### src/rtl/hazard_pkg.sv
// hazard_pkg: shared types for the execute hazard controller.
// Holds fwd encodings, FSM states and the scoreboard entry layout.
package hazard_pkg;

  localparam int SB_REG_W = 8;

  typedef logic [1:0] fwd_t;

  localparam fwd_t FWD_RF    = 2'b00;
  localparam fwd_t FWD_EXMEM = 2'b01;
  localparam fwd_t FWD_MEMWB = 2'b10;

  typedef enum logic [1:0] {
    ST_RUN,
    ST_MEMWAIT,
    ST_DRAIN,
    ST_HALTED
  } state_t;

  typedef struct packed {
    logic                valid;
    logic                wr_en;
    logic [SB_REG_W-1:0] wr_reg;
    logic                is_load;
    logic                is_halt;
  } sb_entry_t;

  function automatic logic hit(
    input sb_entry_t           e,
    input logic                used,
    input logic [SB_REG_W-1:0] src
  );
    return used && e.valid && e.wr_en &&
           (e.wr_reg == src);
  endfunction

  function automatic fwd_t fwd_sel(
    input sb_entry_t           ex,
    input sb_entry_t           mem,
    input logic                used,
    input logic [SB_REG_W-1:0] src
  );
    if (hit(ex, used, src))
      return FWD_EXMEM;
    if (hit(mem, used, src))
      return FWD_MEMWB;
    return FWD_RF;
  endfunction

endpackage

### src/rtl/sb_entry.sv
// sb_entry: one scoreboard stage register (async reset, hold, clear).
// Ports: clk, rst_n, hold, clear, d (next entry), q (current entry).
module sb_entry
  import hazard_pkg::*;
(
  input  logic      clk,
  input  logic      rst_n,
  input  logic      hold,
  input  logic      clear,
  input  sb_entry_t d,
  output sb_entry_t q
);

  always_ff @(posedge clk or negedge rst_n) begin
    if (!rst_n)
      q <= '0;
    else if (!hold)
      q <= clear ? '0 : d;
  end

endmodule

### src/rtl/ex_hazard_ctrl.sv
// ex_hazard_ctrl: hazard tracking, forwarding, stall/flush and halt.
// Ports: decode info in, redirect/mem_stall in; stall/bubble/flush/fwd/halted out.
module ex_hazard_ctrl
  import hazard_pkg::*;
#(
  parameter int REG_W = 3
) (
  input  logic             clk,
  input  logic             rst_n,
  input  logic             id_valid,
  input  logic [REG_W-1:0] id_rs,
  input  logic [REG_W-1:0] id_rt,
  input  logic             id_uses_rs,
  input  logic             id_uses_rt,
  input  logic             id_wr_en,
  input  logic [REG_W-1:0] id_wr_reg,
  input  logic             id_is_load,
  input  logic             id_is_halt,
  input  logic             ex_redirect,
  input  logic             mem_stall,
  output logic             stall_if_id,
  output logic             bubble_ex,
  output logic             flush,
  output logic [1:0]       fwd_a,
  output logic [1:0]       fwd_b,
  output logic             halted
);

  state_t    state, state_n;
  state_t    ret, ret_n, eff;
  sb_entry_t id_e, ex_q, mem_q, wb_q;
  logic      lu, install, wb_halt;
  logic      unused_wb;
  fwd_t      fa_n, fb_n;
  logic [SB_REG_W-1:0] rs, rt;

  assign rs = SB_REG_W'(id_rs);
  assign rt = SB_REG_W'(id_rt);

  // While frozen, the state to resume lives in ret.
  assign eff = (state == ST_MEMWAIT) ? ret : state;

  assign wb_halt = wb_q.valid && wb_q.is_halt;

  assign lu = id_valid && (eff == ST_RUN) &&
              ex_q.valid && ex_q.is_load &&
              ((id_uses_rs && ex_q.wr_reg == rs) ||
               (id_uses_rt && ex_q.wr_reg == rt));

  assign install = id_valid && (eff == ST_RUN) &&
                   !ex_redirect && !lu;

  assign id_e = '{
    valid:   1'b1,
    wr_en:   id_wr_en,
    wr_reg:  SB_REG_W'(id_wr_reg),
    is_load: id_is_load,
    is_halt: id_is_halt
  };

  assign fa_n = fwd_sel(ex_q, mem_q, id_uses_rs, rs);
  assign fb_n = fwd_sel(ex_q, mem_q, id_uses_rt, rt);

  sb_entry u_ex (
    .clk   (clk),
    .rst_n (rst_n),
    .hold  (mem_stall),
    .clear (!install),
    .d     (id_e),
    .q     (ex_q)
  );

  sb_entry u_mem (
    .clk   (clk),
    .rst_n (rst_n),
    .hold  (mem_stall),
    .clear (1'b0),
    .d     (ex_q),
    .q     (mem_q)
  );

  sb_entry u_wb (
    .clk   (clk),
    .rst_n (rst_n),
    .hold  (mem_stall),
    .clear (1'b0),
    .d     (mem_q),
    .q     (wb_q)
  );

  assign unused_wb = ^{wb_q.wr_en, wb_q.wr_reg,
                       wb_q.is_load};

  always_ff @(posedge clk or negedge rst_n) begin
    if (!rst_n) begin
      state <= ST_RUN;
      ret   <= ST_RUN;
    end else begin
      state <= state_n;
      ret   <= ret_n;
    end
  end

  always_ff @(posedge clk or negedge rst_n) begin
    if (!rst_n) begin
      fwd_a <= FWD_RF;
      fwd_b <= FWD_RF;
    end else if (!mem_stall) begin
      fwd_a <= install ? fa_n : FWD_RF;
      fwd_b <= install ? fb_n : FWD_RF;
    end
  end

  always_comb begin
    state_n = state;
    ret_n   = ret;
    if (state != ST_HALTED) begin
      if (mem_stall) begin
        state_n = ST_MEMWAIT;
        ret_n   = eff;
      end else begin
        state_n = eff;
        if (eff == ST_RUN && install && id_is_halt)
          state_n = ST_DRAIN;
        if (eff == ST_DRAIN && wb_halt)
          state_n = ST_HALTED;
      end
    end
  end

  // halted rises while the HALT entry is retiring out of WB.
  always_comb begin
    stall_if_id = 1'b0;
    bubble_ex   = 1'b0;
    flush       = 1'b0;
    halted      = (eff == ST_HALTED) || wb_halt;
    if (mem_stall) begin
      stall_if_id = 1'b1;
    end else if (eff == ST_HALTED) begin
      stall_if_id = 1'b1;
    end else if (eff == ST_DRAIN) begin
      stall_if_id = 1'b1;
      flush       = ex_redirect;
    end else if (ex_redirect) begin
      flush = 1'b1;
    end else if (lu) begin
      stall_if_id = 1'b1;
      bubble_ex   = 1'b1;
    end
  end

endmodule

### config.mk
export PLATFORM = sky130hd
export DESIGN_NAME = ex_hazard_ctrl
export DESIGN_NICKNAME = d
export VERILOG_FILES = /design/src/rtl/hazard_pkg.sv /design/src/rtl/sb_entry.sv /design/src/rtl/ex_hazard_ctrl.sv
export SDC_FILE = /design/constraint.sdc
export NUM_CORES = 1
export LEC_CHECK = 0
export ABC_AREA = 1
export BUFFER_PORTS_ARGS = -buffer_cell sky130_fd_sc_hd__buf_2
export CORE_MARGIN = 3
export CORE_UTILIZATION = 39
export CTS_CLUSTER_DIAMETER = 60
export DETAILED_ROUTE_END_ITERATION = 7
export PLACE_DENSITY_LB_ADDON = 0.1
export SLEW_MARGIN = 5
export SYNTH_ARGS = -nofsm -noshare
export SYNTH_HDL_FRONTEND = slang
export SYNTH_SLANG_ARGS = --single-unit
### constraint.sdc
create_clock -name clk -period 1.5 [get_ports clk]
set_clock_uncertainty 0.1 [all_clocks]
set_input_delay 0.075 -clock clk [delete_from_list [all_inputs] [get_ports clk]]
set_output_delay 0.075 -clock clk [all_outputs]
set_load 0.05 [all_outputs]
==> key figures <==
STA
  – Relative slew slack: 0.6511
  – FMAX: 0.5269 GHz
  – Slew Viols, Final: 0
  – Worst Setup Slack, final: -0.3978 ns
  – RSZ-0062 raised after global routing: yes
  – Post-layout minimum cycle time: between 1.5 and 2 ns
  – Setup Viol. Count Final: 12
  – Crit share post-route: 1.265
  – Fin. Hold Viols: 0
  – Final setup TNS: -1.493 ns
  – Worst-Margin Slew: 0.5234 ns

Floorplan
  – Initial Utilization: 0.4215
  – I/O pins: 27
  – Die Height: 61.53 um
  – Die footprint: ~0.0038 mm2
  – Die W: 61.53 um
  – Core area: around 0.0029 mm2
  – Placement Rows: 19

Worst setup path
  – Crit. End Element: output pin
  – Crit-path slowest cell: dfrtp_2
  – WP data arrival: about 1.7 ns
  – CP Class: flip-flop to output pin
  – Worst setup SP type: flip-flop
  – Buf+Inv Stages, Crit Path: 1
  – Crit path launch: state[0]$_DFFE_PN0N_
  – R2r startpoint: state[0]$_DFFE_PN0N_
  – CP peak stage delay: around 0.47 ns
  – CP cell instances: a21oi_4 > nand3_4 > nor2_4 > nand3b_1 > nor3_4 > buf_6
  – Crit path max-delay family: simple AND/OR/NAND/NOR gates
  – CP Max Fanout: 4
  – WP data required: between 1 and 1.5 ns

Global routing
  – Largest net degree at the start of global routing: 24
  – Gr ovfl total: 0
  – Via count of the first global-routing pass: between 1000 and 1500
  – Initial antenna violation count: 0
  – All-Layer GR Usage: 0.1825
  – First-pass GRT wire length: between 4 and 5 mm

Layout
  – Layout cell share with drive strength beyond 1: 0.3846
  – Filler cell count: around 260
  – Layout area overhead: 42.35%
  – Nets: around 220
  – Post-layout util: 0.6000
  – ANT cells: 0

Status
  – Status: finished, violations left
  – Failing checks: setup timing

Synthesis
  – Synth Cell Area: around 0.0012 mm2
  – Largest family of logic cells by synthesized area: simple AND/OR/NAND/NOR gates
  – Ys Warns: 0
  – Simple-gate share of the synthesized area: 0.2986
  – Post-synthesis adder-cell area fraction: 0
  – Count leader, synth: nand2_1
  – Area leader, netlist: dfrtp_1
  – Mux contribution to synthesized area: 0.009365
  – Synth Net Count: about 160
  – Async set-reset flop share out of synthesis: 1.000
  – Post-synth EDFFs: 0
  – Main flop type after synthesis: dfrtp_1
  – Avg Inst Size Synth: 8.408 um2
  – Synth top cells by count: 41 x nand2_1, 23 x dfrtp_1, 15 x inv_1
  – Top cells by area, synth: dfrtp_1 48%, nand2_1 13%, inv_1 4.7%
  – Distinct cells, synth: 23
  – Seq cells post-synth: 23
  – Compound-cell area share of the yosys netlist: 0.1134
  – Post-synthesis sequential area ratio: 0.4787
  – Synth top area share: 0.4787
  – Post-Synth XOR/XNOR Area: 0.04370
  – Synth Instances: between 100 and 150

Hold path
  – Min-delay worst type: input pin to flip-flop
  – Worst hold start: mem_stall

Clock tree
  – CTS tree: yes
  – Clock Path Buffers: 2
  – Number of clock sinks: 23
  – TritonCTS Buffers: 3
  – Reg clk slew, reported paths: 0.13 ns
  – Worst-Skew Late Latency: 0.32 ns
  – Root Driver: clkbuf_4
  – H-tree Lvls: 1

Drt
  – First-pass detailed-route iteration total: 4
  – Initial DRC count: 45
  – DRC: 0
  – Wirelength per Cell: 13.37 um
  – Post-Route WL: roughly 3 mm
  – Routed vias: roughly 1100
  – DR vias/cell: 5.009
  – Routed Antenna Nets: 0

Placed design
  – Routability cong.: 0.8418
  – HPWL after DPL: between 2 and 2.5 mm
  – IO buf count: 26

Pwr
  – Leakage: roughly 0.82 nW
  – Peak supply drop: between 0.5 and 0.6 mV
  – PD cells: roughly 1000 mW/mm2

Flow run
  – Max-Cap Viols: 0
worst reg2reg max path, delay by kind of cell, from the launching register on:
family,cells,cell delay (ns)
flip-flops,1,0.47
AO/OA/AOI/OAI,2,0.24
AND/OR/NAND/NOR,4,0.50
buffers and inverters,1,0.11
placed cells by master, fill, tap and decap left out, types with 2 or more instances in the layout:
cell,Yosys,layout
nand3_4,2,3
clkbuf_4,0,3
nand2_1,41,38
nand2_2,1,4
o21ai_1,6,2
nor2_2,0,5
buf_8,0,2
buf_6,0,4
buf_2,0,22
inv_2,0,2
nand3_1,5,4
buf_4,0,14
inv_1,15,13
dfrtp_2,0,2
dlygate4sd3_1,0,9
dfrtp_1,23,21
o21ai_2,2,5
nand4_1,6,6
xnor2_1,6,6
o21ai_0,11,11
nor2_1,11,6
flip-flops by register name, summed over array words and instances (netlist names):
name     flops
u_ex.q       7
u_mem.q      6
fwd_a        2
fwd_b        2
ret          2
state        2
u_wb.q       2
where the power goes:
| group | internal (mW) | total (mW) | switching, mW |
|---|---|---|---|
| combinational | 0.309 | 0.649 | 0.339 |
| sequential | 0.702 | 0.785 | 0.0837 |
| clock | 0.104 | 0.295 | 0.191 |
| total | 1.12 | 1.73 | 0.614 |
area by class of cell:
type,count,area [um2],share of cell area
clock buffers,4,26.28,0.01535
inverters,15,56.30,0.03289
multi-input cells,102,631.9,0.3692
flip-flops and latches,23,578.1,0.3377
well taps,31,38.79,0.02266
repair buffers,51,380.4,0.2222
metal layers:
metal / up-vias / routed length [um] / global-route usage
met5: - / 0 / 0
met4: 0 / 34 / 0.06364
met3: 4 / 118 / 0.03145
met2: 24 / 1463 / 0.2945
met1: 538 / 1403 / 0.2467
li1: 566 / - / -
per-stage QoR:
stage	std cells	power (mW)	hold slack (ns)	instance area [um2]	setup WS [ns]
after floorplan	143	1.100	-0.3206	1216	-0.1084
after global placement	209	1.280	-0.02418	1464	-0.05868
after detailed placement	209	1.295	-0.01693	1464	-0.08408
after CTS	223	1.659	0.01945	1633	-0.3328
after global routing	226	1.849	0.03185	1712	-0.4935
final	226	1.729	0.02793	1712	-0.3978
path summary, 6_finish.rpt:
kind | slack (ns) | to | depth (start not counted)
max reg2reg | -0.03 | fwd_a[0]$_DFFE_PN0N_ | 7
max | -0.40 | bubble_ex | 6
min in group asynchronous | 0.15 | u_mem.q[3]$_DFFE_PN0N_ | 2
min reg2reg | 0.40 | fwd_b[0]$_DFFE_PN0N_ | 2
min | 0.03 | u_ex.q[0]$_DFFE_PN0N_ | 2
max in group asynchronous | 0.78 | state[0]$_DFFE_PN0N_ | 2
cells by family after synthesis:
kind of cell / after synthesis
and+or+nand+nor: 72
AOI/OAI and AO/OA: 23
DFF: 23
buffers and inverters: 18
xor gates and xnor gates: 6
muxes: 1
repair_timing:
item                       CTS  global route
hold buffers                 9             0
gates cloned                 0             0
setup endpoints to repair   16            16
gates resized for setup     15            17
buffers inserted             1             3
hold endpoints to repair    30             0
pin swaps                    3             5
No activity file was read; power rests on OpenSTA's default activity.
